**src/rtl/alu_md_pkg.sv**
```systemverilog
// Shared types and constants for the RV32I/M ALU controller.
// Holds the ALU operation encoding, the M-engine state and the Funct7/Funct3 constants.
package alu_md_pkg;

   typedef enum logic [3:0] {
      OP_AND  = 4'b0000,
      OP_OR   = 4'b0001,
      OP_ADD  = 4'b0010,
      OP_SUB  = 4'b0011,
      OP_XOR  = 4'b0100,
      OP_SLL  = 4'b0101,
      OP_SRL  = 4'b0110,
      OP_SRA  = 4'b0111,
      OP_SLT  = 4'b1000,
      OP_SLTU = 4'b1001,
      OP_BEQ  = 4'b1010,
      OP_BNE  = 4'b1011,
      OP_BLT  = 4'b1100,
      OP_BGE  = 4'b1101,
      OP_BLTU = 4'b1110,
      OP_BGEU = 4'b1111
   } alu_op_e;

   typedef enum logic [1:0] {
      S_IDLE = 2'd0,
      S_MUL  = 2'd1,
      S_DIV  = 2'd2,
      S_DONE = 2'd3
   } md_state_e;

   localparam logic [1:0] ALUOP_MEM = 2'b00;
   localparam logic [1:0] ALUOP_BR  = 2'b01;
   localparam logic [1:0] ALUOP_RI  = 2'b10;
   localparam logic [1:0] ALUOP_JL  = 2'b11;

   localparam logic [6:0] F7_BASE   = 7'b0000000;
   localparam logic [6:0] F7_ALT    = 7'b0100000;
   localparam logic [6:0] F7_MULDIV = 7'b0000001;

   localparam logic [2:0] F3_MUL    = 3'b000;
   localparam logic [2:0] F3_MULH   = 3'b001;
   localparam logic [2:0] F3_MULHSU = 3'b010;
   localparam logic [2:0] F3_MULHU  = 3'b011;
   localparam logic [2:0] F3_DIV    = 3'b100;
   localparam logic [2:0] F3_DIVU   = 3'b101;
   localparam logic [2:0] F3_REM    = 3'b110;
   localparam logic [2:0] F3_REMU   = 3'b111;

endpackage

```
**src/rtl/alu_op_decode.sv**
```systemverilog
// Combinational ALUOp/Funct3/Funct7/Jalr -> ALU Operation decode for base RV32I.
// M-extension instructions map to ADD so the ALU output is harmless while the M engine runs.
import alu_md_pkg::*;

module alu_op_decode (
   input  logic [1:0] aluop_i,
   input  logic       is_rtype_i,
   input  logic [6:0] funct7_i,
   input  logic [2:0] funct3_i,
   input  logic       jalr_i,
   output alu_op_e    op_o
);

   always_comb begin
      op_o = OP_ADD;
      case (aluop_i)
         ALUOP_BR: begin
            case (funct3_i)
               3'b000:  op_o = OP_BEQ;
               3'b001:  op_o = OP_BNE;
               3'b100:  op_o = OP_BLT;
               3'b101:  op_o = OP_BGE;
               3'b110:  op_o = OP_BLTU;
               3'b111:  op_o = OP_BGEU;
               default: op_o = OP_ADD;
            endcase
         end
         ALUOP_RI: begin
            if (jalr_i || (is_rtype_i && funct7_i == F7_MULDIV)) begin
               op_o = OP_ADD;
            end else begin
               case (funct3_i)
                  // SUB only exists as an R-type; ADDI's imm[11:5] must not turn it into SUB
                  3'b000:  op_o = (is_rtype_i && funct7_i == F7_ALT) ? OP_SUB : OP_ADD;
                  3'b001:  op_o = OP_SLL;
                  3'b010:  op_o = OP_SLT;
                  3'b011:  op_o = OP_SLTU;
                  3'b100:  op_o = OP_XOR;
                  3'b101:  op_o = (funct7_i == F7_ALT) ? OP_SRA : OP_SRL;
                  3'b110:  op_o = OP_OR;
                  default: op_o = OP_AND;
               endcase
            end
         end
         default: op_o = OP_ADD;
      endcase
   end

endmodule

```
**src/rtl/alu_controller_md.sv**
```systemverilog
// ALU controller with an iterative RV32M engine (shift-add multiply, restoring divide).
// Define EARLY_OUT_EN to finish divide-by-zero, signed overflow and multiply-by-zero in two cycles.
import alu_md_pkg::*;

module alu_controller_md #(
   parameter int XLEN = 32,
   parameter int OP_W = 4
) (
   input  logic            clk,
   input  logic            reset,
   input  logic            req_valid,
   input  logic            kill,
   input  logic [1:0]      ALUOp,
   input  logic            IsRType,
   input  logic [6:0]      Funct7,
   input  logic [2:0]      Funct3,
   input  logic            Jalr,
   input  logic [XLEN-1:0] op_a,
   input  logic [XLEN-1:0] op_b,
   output logic [OP_W-1:0] Operation,
   output logic            md_stall,
   output logic            md_valid,
   output logic [XLEN-1:0] md_result
);

   localparam int CNT_W = $clog2(XLEN) + 1;
   localparam logic [XLEN-1:0] MIN_V = {1'b1, {(XLEN-1){1'b0}}};

   alu_op_e dec_op;

   alu_op_decode u_dec (
      .aluop_i    (ALUOp),
      .is_rtype_i (IsRType),
      .funct7_i   (Funct7),
      .funct3_i   (Funct3),
      .jalr_i     (Jalr),
      .op_o       (dec_op)
   );

   assign Operation = OP_W'(dec_op);

   md_state_e         state_q;
   logic [CNT_W-1:0]  cnt_q;
   logic [2:0]        f3_q;
   logic [XLEN-1:0]   a_q, b_q, dvd_q, md_result_q;
   logic [2*XLEN-1:0] acc_q;
   logic              neg_q, dz_q, ovf_q, md_valid_q;

   // Result for divide-by-zero and signed overflow, which bypass the iteration result
   function automatic logic [XLEN-1:0] spec_res(input logic is_rem, input logic dz,
                                                input logic [XLEN-1:0] dvd);
      if (dz) return is_rem ? dvd : {XLEN{1'b1}};
      return is_rem ? {XLEN{1'b0}} : MIN_V;
   endfunction

   logic            is_m, accept, in_div, sa, sb, a_neg, b_neg, neg_in, dz_in, ovf_in;
   logic [XLEN-1:0] a_abs, b_abs;

   always_comb begin
      is_m   = req_valid && ALUOp == ALUOP_RI && IsRType && Funct7 == F7_MULDIV;
      accept = is_m && state_q == S_IDLE && !kill && !reset;
      in_div = Funct3[2];
      sa     = in_div ? ~Funct3[0] : (Funct3[1:0] != 2'b11);
      sb     = in_div ? ~Funct3[0] : ~Funct3[1];
      a_neg  = sa & op_a[XLEN-1];
      b_neg  = sb & op_b[XLEN-1];
      a_abs  = a_neg ? -op_a : op_a;
      b_abs  = b_neg ? -op_b : op_b;
      // remainder takes the dividend's sign; everything else the product of signs
      neg_in = (in_div && Funct3[1]) ? a_neg : (a_neg ^ b_neg);
      dz_in  = in_div && op_b == '0;
      ovf_in = in_div && !Funct3[0] && op_a == MIN_V && op_b == {XLEN{1'b1}};
   end

`ifdef EARLY_OUT_EN
   logic early_in;
   assign early_in = in_div ? (dz_in || ovf_in) : (op_a == '0 || op_b == '0);
`endif

   logic [XLEN:0]     mul_sum, rem_sh;
   logic [XLEN-1:0]   rem_diff, q_c, r_c, fin_res;
   logic              ge;
   logic [2*XLEN-1:0] acc_nx, prod_c;

   always_comb begin
      mul_sum  = {1'b0, acc_q[2*XLEN-1:XLEN]} + (acc_q[0] ? {1'b0, a_q} : '0);
      rem_sh   = {acc_q[2*XLEN-1:XLEN], acc_q[XLEN-1]};
      ge       = rem_sh >= {1'b0, b_q};
      rem_diff = rem_sh[XLEN-1:0] - b_q;
      if (state_q == S_MUL)
         acc_nx = {mul_sum, acc_q[XLEN-1:1]};
      else
         acc_nx = {(ge ? rem_diff : rem_sh[XLEN-1:0]), acc_q[XLEN-2:0], ge};
      prod_c = neg_q ? -acc_nx : acc_nx;
      q_c    = neg_q ? -acc_nx[XLEN-1:0] : acc_nx[XLEN-1:0];
      r_c    = neg_q ? -acc_nx[2*XLEN-1:XLEN] : acc_nx[2*XLEN-1:XLEN];
      if (state_q == S_MUL)
         fin_res = (f3_q == F3_MUL) ? prod_c[XLEN-1:0] : prod_c[2*XLEN-1:XLEN];
      else if (dz_q || ovf_q)
         fin_res = spec_res(f3_q[1], dz_q, dvd_q);
      else
         fin_res = f3_q[1] ? r_c : q_c;
   end

   always_ff @(posedge clk) begin
      if (reset) begin
         state_q     <= S_IDLE;
         cnt_q       <= '0;
         f3_q        <= '0;
         a_q         <= '0;
         b_q         <= '0;
         dvd_q       <= '0;
         acc_q       <= '0;
         neg_q       <= 1'b0;
         dz_q        <= 1'b0;
         ovf_q       <= 1'b0;
         md_valid_q  <= 1'b0;
         md_result_q <= '0;
      end else if (kill) begin
         state_q    <= S_IDLE;
         cnt_q      <= '0;
         md_valid_q <= 1'b0;
      end else begin
         md_valid_q <= 1'b0;
         case (state_q)
            S_IDLE: begin
               if (accept) begin
                  f3_q    <= Funct3;
                  a_q     <= a_abs;
                  b_q     <= b_abs;
                  dvd_q   <= op_a;
                  neg_q   <= neg_in;
                  dz_q    <= dz_in;
                  ovf_q   <= ovf_in;
                  acc_q   <= {{XLEN{1'b0}}, (in_div ? a_abs : b_abs)};
                  cnt_q   <= CNT_W'(XLEN);
                  state_q <= in_div ? S_DIV : S_MUL;
`ifdef EARLY_OUT_EN
                  if (early_in) begin
                     state_q     <= S_DONE;
                     md_valid_q  <= 1'b1;
                     md_result_q <= in_div ? spec_res(Funct3[1], dz_in, op_a) : '0;
                  end
`endif
               end
            end
            S_MUL, S_DIV: begin
               acc_q <= acc_nx;
               cnt_q <= cnt_q - CNT_W'(1);
               // the final step's result is registered directly so md_valid lands in DONE
               if (cnt_q == CNT_W'(1)) begin
                  state_q     <= S_DONE;
                  md_valid_q  <= 1'b1;
                  md_result_q <= fin_res;
               end
            end
            default: state_q <= S_IDLE;
         endcase
      end
   end

   assign md_stall  = state_q == S_MUL || state_q == S_DIV || accept;
   assign md_valid  = md_valid_q;
   assign md_result = md_result_q;

endmodule

```
**config.mk**
```make
export PLATFORM = sky130hd
export DESIGN_NAME = alu_controller_md
export DESIGN_NICKNAME = d
export VERILOG_FILES = /design/src/rtl/alu_md_pkg.sv /design/src/rtl/alu_op_decode.sv /design/src/rtl/alu_controller_md.sv
export SDC_FILE = /design/constraint.sdc
export NUM_CORES = 1
export LEC_CHECK = 0
export ABC_AREA = 1
export BUFFER_PORTS_ARGS = -buffer_cell sky130_fd_sc_hd__buf_2
export CAP_MARGIN = 30
export CORE_UTILIZATION = 58
export CTS_BUF_LIST = sky130_fd_sc_hd__clkbuf_2
export DETAILED_ROUTE_END_ITERATION = 12
export PLACE_DENSITY = 0.8
export SKIP_LAST_GASP = 1
export SLEW_MARGIN = 15
export SYNTH_ARGS = -nofsm -noshare
export SYNTH_HDL_FRONTEND = slang
export SYNTH_HIERARCHICAL = 1
export SYNTH_SLANG_ARGS = --single-unit
```
**constraint.sdc**
```tcl
create_clock -name clk -period 3.3 [get_ports clk]
set_input_delay 0 -clock clk [delete_from_list [all_inputs] [get_ports clk]]
set_output_delay 0 -clock clk [all_outputs]
set_load 0.02 [all_outputs]
```
==> impl_metrics.tcl, run 1 <==
set metrics [dict create \
    outcome "stopped before the end" \
    failed_stage "global routing (5_1_grt)" \
    error_message "[ERROR GRT-0232] Routing congestion too high. Check the congestion heatmap in the GUI." \
    clock_tree.htree_level_count 2 \
    row_count 68 \
    grt_remaining_overflow 107 \
    yosysWarningCount 6 \
    y_dimension_of_the_die_um 189 \
    floorplan.die.width_um 189 \
    synth_commonest_cells "nand2_1, inv_1, nor2_1, a21oi_1, o21ai_0" \
    synth_flop_cell "dfxtp_1" \
    gp_congestion 1.13 \
    cts.sinks 206 \
    syn_area_per_cell_um2 5.75 \
    yosysMostFrequentCell "nand2_1" \
    synth_cell_types 62 \
    asyncSetResetFlopFracSynth_pct 0 \
    post-synth-top-area-fraction_pct 20.4 \
    place_hpwl_mm 70.9 \
    synth_largest_area_cell "dfxtp_1" \
    sequential_cell_area_fraction_in_the_yosys_report_pct 20.4 \
    design.portCount 120 \
    synth_nets 3684 \
    pin_count_of_the_biggest_net_entering_global_routing 74 \
    synthesis.instances 3524 \
    timing.grt.repair.worst_endpoint "md_result[28]$_SDFFE_PP0P_/D" \
    tritoncts.num_buffers 57 \
    synth_seq_cells 206 \
    synth-edff-count 0 \
    groute.usage.overall_pct 78.4 \
    grt_antenna_before_repair 33 \
    synth_area_mm2 0.0202 \
    worst-ep-kind "register input" \
    post_synth_main_area_contributors "dfxtp_1, nand2_1, inv_1" \
    portBuffers 119 \
    dp_cells 4443 \
    clk_path_buf_depth 3 \
    preCtsSetupSlack_ns -0.532 \
    ctsRootBufferMaster "clkbuf_2" \
    initial_core_util_pct 58.8 \
]
-- per-stage QoR --
step           setup TNS [ns]  hold slack [ns]  utilization (%)  area, µm²
2_1_floorplan          -0.540            0.159                -      20700
3_3_place_gp            -8.90            0.328             72.4      25000
3_5_place_dp           -11.48            0.340             72.4      25000
4_1_cts                 -8.20          0.00205             80.1      27600
-- repair_timing --
item                                   CTS
gates resized for setup                 84
pin swaps                               33
setup buffers                           17
setup endpoints to repair               32
endpoints found under the hold margin  206
hold buffers                           164
-- cell families after synthesis --
group           after synthesis  share of synthesized area, %
xor+xnor                    109                          4.71
mux                           2                        0.0989
simple gates               1805                          38.8
fa+ha+maj                    78                          4.89
flops                       206                          20.4
buf+inv                     676                          13.2
compound gates              648                          17.9
-- metal layers --
metal  track usage [%]  overflow
met2              92.8        55
met3              64.2         3
met4              71.8        45
met5              44.2         0
met1              80.8         4
==> run 2, diff against run 1 <==
Settings changed: CORE_UTILIZATION 58 to 40, CTS_BUF_LIST sky130_fd_sc_hd__clkbuf_2 to unset, PLACE_DENSITY 0.8 to unset, PLACE_DENSITY_LB_ADDON set to 0.15.
Clock period 3.3 ns to 4.3 ns, I/O delays scaled along.
==> impl_metrics.tcl, run 2 <==
set metrics [dict create \
    outcome "complete, no violations" \
    grt_antenna_before_repair 5 \
    grt_remaining_overflow 0 \
    critical_path.startpoint_type "flop" \
    max-slew-margin-rel_pct 34.5 \
    cp_data_arrival_time_ns 4.57 \
    power_leakage_nw 11.7 \
    largest_reg_flops 64 \
    detail_route.wl_per_cell_um 20.6 \
    grtUsageMet1_pct 45.4 \
    cp-end-kind "flop" \
    post_synth_main_area_contributors "dfxtp_1, nand2_1, inv_1" \
    worst_ir_drop_vdd_mv 0.265 \
    post-synth-top-area-fraction_pct 20.4 \
    tritoncts "done" \
    tightestPinTransition_ns 0.983 \
    report.power.total_mw 4.86 \
    final_hold_violating_endpoints 0 \
    tritoncts.num_buffers 28 \
    groute.usage.overall_pct 34.4 \
    ctsRootBufferMaster "clkbuf_16" \
    mostFrequentLayoutCell "nand2_1" \
    viasPerCell 5.40 \
    drt_iter0_markers 2647 \
    fin_crit_sh_pct 94.6 \
    finalSetupViolations 0 \
    drtPass1Iterations 8 \
    synth_cell_types 62 \
    postLayoutCellArea_mm2 0.0232 \
    startpoint_to_endpoint_class_of_the_critical_path "flop to flop" \
    asyncSetResetFlopFracSynth_pct 0 \
    worstSkewPairLatency_ns 0.58 \
    final_cell_mix "nand2_1, inv_1, nor2_1" \
    floorplan.die.width_um 227 \
    synth-edff-count 0 \
    y_dimension_of_the_die_um 227 \
    synth_nets 3684 \
    finalCriticalPeriod_ns 4.07 \
    fmax_ghz 0.246 \
    cellPowerDensity_mw_per_mm2 209 \
    synth_seq_cells 206 \
    rsz0062_at_grt "yes" \
    cts.clk_slew.worst_paths_ns 0.06 \
    path_buf_inv 5 \
    grtUsageMet2_pct 55.8 \
    synth_largest_area_cell "dfxtp_1" \
    via_count 23500 \
    final.setup_skew_ns 0.0145 \
    final-max-slew-violation-count 0 \
    sequential_cell_area_fraction_in_the_yosys_report_pct 20.4 \
    area_growth_pct 14.8 \
    cpPeakStageDelay_ns 0.37 \
    clk_path_buf_depth 3 \
    final_critical_path_setup_slack_ns 0.232 \
    synth_commonest_cells "nand2_1, inv_1, nor2_1, a21oi_1, o21ai_0" \
    route.antenna.remaining_nets 0 \
    clock_tree.htree_level_count 1 \
    floorplan.die_area_mm2 0.0515 \
    top_register "acc_q" \
    final-instance-count-excl-fill 4359 \
    critical_path.top_delay_family "simple AND/OR/NAND/NOR gates" \
    grtUsageMet3_pct 4.99 \
    yosysMostFrequentCell "nand2_1" \
    gp_congestion 1.04 \
    drv_cap 0 \
    preCtsSetupSlack_ns 0.233 \
    grt_pass1_vias 21700 \
    row_count 82 \
    utilization_pct 46.4 \
    global_route_wire_length_before_repair_mm 133 \
    syn_area_per_cell_um2 5.75 \
    synthesis.instances 3524 \
    worst_endpoint_required_time_ns 4.80 \
    place_hpwl_mm 70.9 \
    pin_count_of_the_biggest_net_entering_global_routing 76 \
    yosysWarningCount 6 \
    wl_mm 89.8 \
    fin_nets 3827 \
    synth_flop_cell "dfxtp_1" \
    dp_cells 4256 \
    cts.sinks 206 \
    layout-drive-gt1-share_pct 11.8 \
    worst_hold_path_type "input pin to flop" \
    synth_area_mm2 0.0202 \
    timing.critical_path.fanout_max 15 \
    portBuffers 119 \
    placedInstanceArea_mm2 0.0217 \
    final.setup.tns_ns 0 \
    initial_core_util_pct 40.4 \
    timing.critical_path.mode_cell "nand2_1" \
    placeableCoreArea_mm2 0.0501 \
    number_of_remaining_drc_errors 0 \
    design.portCount 120 \
    cpMaxStageDelayCell "ha_1" \
    hold-worst-slack_ns 0.0175 \
    gr-max-usage-layer "met2" \
]
-- run 2: cell type report --
type,count,area [µm²]
Clock inverter,11,126
Timing Repair Buffer,249,1730
Clock buffer,38,820
Tap cell,672,841
Multi-Input combinational cell,2643,13600
Inverter,539,2030
Antenna cell,1,2.50
Sequential cell,206,4130
Fill cell,5572,26800
-- run 2: path summary, 6_finish.rpt --
| check | cells past startpoint | end | from | slack [ns] |
|---|---|---|---|---|
| min reg2reg | 2 | md_result[27] | md_result[27] | 0.46 |
| max reg2reg | 26 | md_result[14] | acc_q[38] | 0.23 |
| min | 5 | b_q[15] | op_b[15] | 0.02 |
| max | 26 | md_result[14] | acc_q[38] | 0.23 |
-- run 2: cells by family after synthesis --
logic type	count (synthesis)	synth area share [%]
compound gates	648	17.9
xor+xnor	109	4.71
fa+ha+maj	78	4.89
buf+inv	676	13.2
flops	206	20.4
mux	2	0.0989
simple gates	1805	38.8
-- run 2: worst reg2reg max path, cell delays in order, from the launching register on --
cell	delay (ns)
dfxtp_1	0.35
ha_1	0.37
nand2_1	0.13
nor2_1	0.30
nand3_1	0.12
nor2_1	0.11
nand2_1	0.09
nand2_2	0.11
nor2_8	0.04
buf_4	0.21
buf_6	0.20
nand3_1	0.13
nand3_2	0.08
nand2_2	0.22
clkinv_2	0.17
ha_1	0.28
nand2_4	0.14
o21ai_2	0.09
nand2_1	0.13
clkinv_1	0.10
nand2_2	0.09
inv_2	0.05
nand2_1	0.05
nand3_1	0.09
nand2_1	0.09
nand3_1	0.09
a21oi_1	0.14
-- run 2: report_power, final --
| group | internal, mW | switching (mW) | total, mW |
|---|---|---|---|
| Combinational | 0.139 | 0.340 | 0.479 |
| Sequential | 1.91 | 0.000126 | 1.91 |
| Clock | 1.45 | 1.03 | 2.48 |
-- run 2: what timing repair did --
action                                  CTS  global route
resized for setup                         0            31
hold buffers                             51             0
endpoints found under the setup margin    0            19
buffers inserted                          0             1
hold endpoints to repair                 73             0
-- run 2: per-layer routing --
layer  wire length, µm  up-vias  part of all wire, %
met1             38400    10700                   43
met3              7390      215                  8.2
met2             39500     1053                   44
li1                  -    11600                    -
met4              4530        2                  5.0
met5                13        -                0.014
(Power assumes the default switching activity.)
==> run 3, diff against run 2 <==
Settings changed: REMOVE_ABC_BUFFERS set to 1.
==> impl_metrics.tcl, run 3 (same netlist as run 2, synthesis figures left out) <==
set metrics [dict create \
    final_critical_path_setup_slack_ns 0.235 \
    cellPowerDensity_mw_per_mm2 217 \
    initial_core_util_pct 40.4 \
    y_dimension_of_the_die_um 227 \
    final_hold_violating_endpoints 0 \
    cpMaxStageDelayCell "dfxtp_2" \
    preCtsSetupSlack_ns 0.178 \
    grt_remaining_overflow 0 \
    area_growth_pct 16.1 \
    grtUsageMet2_pct 50.2 \
    gr-max-usage-layer "met2" \
    cp-end-kind "flop" \
    fin_crit_sh_pct 94.5 \
    endpoint "md_result[26]" \
    grt_pass1_vias 21000 \
    clock_tree.htree_level_count 1 \
    largest_reg_flops 64 \
    floorplan.die_area_mm2 0.0515 \
    cp_data_arrival_time_ns 4.56 \
    dp_cells 4258 \
    final-instance-count-excl-fill 4362 \
    place_hpwl_mm 68.7 \
    global_route_wire_length_before_repair_mm 129 \
    top_register "acc_q" \
    pin_count_of_the_biggest_net_entering_global_routing 88 \
    clk_path_buf_depth 3 \
    worst-path-stages 28 \
    power_leakage_nw 11.8 \
    grtUsageMet1_pct 46.1 \
    outcome "complete, no violations" \
    worstReg2RegEnd "md_result[26]" \
    worst_r2r_path_depth 28 \
    placeableCoreArea_mm2 0.0501 \
    viasPerCell 5.33 \
    drtPass1Iterations 8 \
    antenna-diode-count 0 \
    tightestPinTransition_ns 1.01 \
    worstSkewPairLatency_ns 0.60 \
    detail_route.wl_per_cell_um 20.0 \
    via_count 23300 \
    cpPeakStageDelay_ns 0.37 \
    drt_iter0_markers 2630 \
    row_count 82 \
    worst_endpoint_required_time_ns 4.79 \
    mostFrequentLayoutCell "nand2_1" \
    design.portCount 120 \
    grtUsageMet3_pct 5.73 \
    floorplan.die.width_um 227 \
    finalCriticalPeriod_ns 4.07 \
    layout-drive-gt1-share_pct 12.5 \
    regToRegStartpoint "acc_q[60]" \
    final-max-slew-violation-count 0 \
    wl_mm 87.4 \
    groute.usage.overall_pct 33.4 \
    critical_path.top_delay_family "simple AND/OR/NAND/NOR gates" \
    route.antenna.remaining_nets 0 \
    fmax_ghz 0.246 \
    worst-r2r-setup-slack_ns 0.23 \
    tritoncts "done" \
    path_buf_inv 2 \
    grt_antenna_before_repair 2 \
    hold-worst-slack_ns 0.00311 \
    ctsRootBufferMaster "clkbuf_16" \
    portBuffers 119 \
    worst_hold_path_type "input pin to flop" \
    startpoint_to_endpoint_class_of_the_critical_path "flop to flop" \
    timing.critical_path.fanout_max 6 \
    critical_path.startpoint_type "flop" \
    utilization_pct 47.0 \
    final.setup_skew_ns 0.0473 \
    drv_cap 0 \
    finalSetupViolations 0 \
    number_of_remaining_drc_errors 0 \
    fin_nets 3829 \
    gp_congestion 1.02 \
    tritoncts.num_buffers 27 \
    final_cell_mix "nand2_1, inv_1, nor2_1" \
    cts.sinks 206 \
    max-slew-margin-rel_pct 32.5 \
    cts.clk_slew.worst_paths_ns 0.07 \
    worst_setup_path_startpoint "acc_q[60]" \
    worst_ir_drop_vdd_mv 0.228 \
]
-- run 3: cell types whose count changed in the layout (fill, tap and decap cells not counted), moves of 5 or more --
| cell | delta |
|---|---|
| ha_1 | -15 |
| dfxtp_1 | -13 |
| dfxtp_2 | +13 |
| ha_4 | +9 |
| bufinv_16 | +6 |
| ha_2 | +6 |
| a21oi_1 | +5 |
| a21oi_2 | -5 |
| o21ai_1 | -5 |
-- run 3: cell type report --
| type | instances | area [µm²] |
|---|---|---|
| Inverter | 539 | 2030 |
| Tap cell | 672 | 841 |
| Timing Repair Buffer | 253 | 1760 |
| Multi-Input combinational cell | 2642 | 13700 |
| Clock inverter | 13 | 285 |
| Fill cell | 5600 | 26600 |
| Clock buffer | 37 | 753 |
| Sequential cell | 206 | 4150 |
-- run 3: what timing repair did --
item	in CTS	in global routing
hold buffers	52	0
gates resized for setup	0	55
setup endpoints to repair	0	15
setup buffers	0	2
hold endpoints to repair	87	0
-- run 3: worst min path at each step --
stage,from,endpoint,cells past startpoint
floorplan,reset,md_result[12],1
global placement,op_a[30],dvd_q[30],3
detailed placement,op_a[30],dvd_q[30],3
CTS,op_b[28],dz_q,6
global route,op_b[31],neg_q,4
finish,op_b[28],dz_q,6
-- run 3: power by group --
group / internal, mW / leakage (nW) / switching (mW)
Clock: 1.71 / 0.500 / 0.996
Combinational: 0.141 / 9.62 / 0.342
Sequential: 1.91 / 1.67 / 0.000108
Total: 3.76 / 11.8 / 1.34
-- run 3: stage by stage --
| stage | power [mW] | area, µm² | setup TNS (ns) |
|---|---|---|---|
| 2_1_floorplan | 2.13 | 19600 | -102.12 |
| 3_3_place_gp | 2.39 | 21700 | 0 |
| 3_5_place_dp | 2.38 | 21700 | 0 |
| 4_1_cts | 5.10 | 23200 | 0 |
| 5_1_grt | 5.22 | 23500 | -0.00772 |
| 6_report | 5.10 | 23500 | 0 |
-- run 3: metal layers --
metal	vias up	share of wire (%)
met5	-	0
met4	0	5.2
met1	10500	44
met3	165	8.8
met2	998	42
li1	11600	-
-- run 3: tightest hold or removal path, delay by kind of cell --
kind                   cells  cell delay, ns
buffers and inverters      1            0.14
AND/OR/NAND/NOR            5            0.40
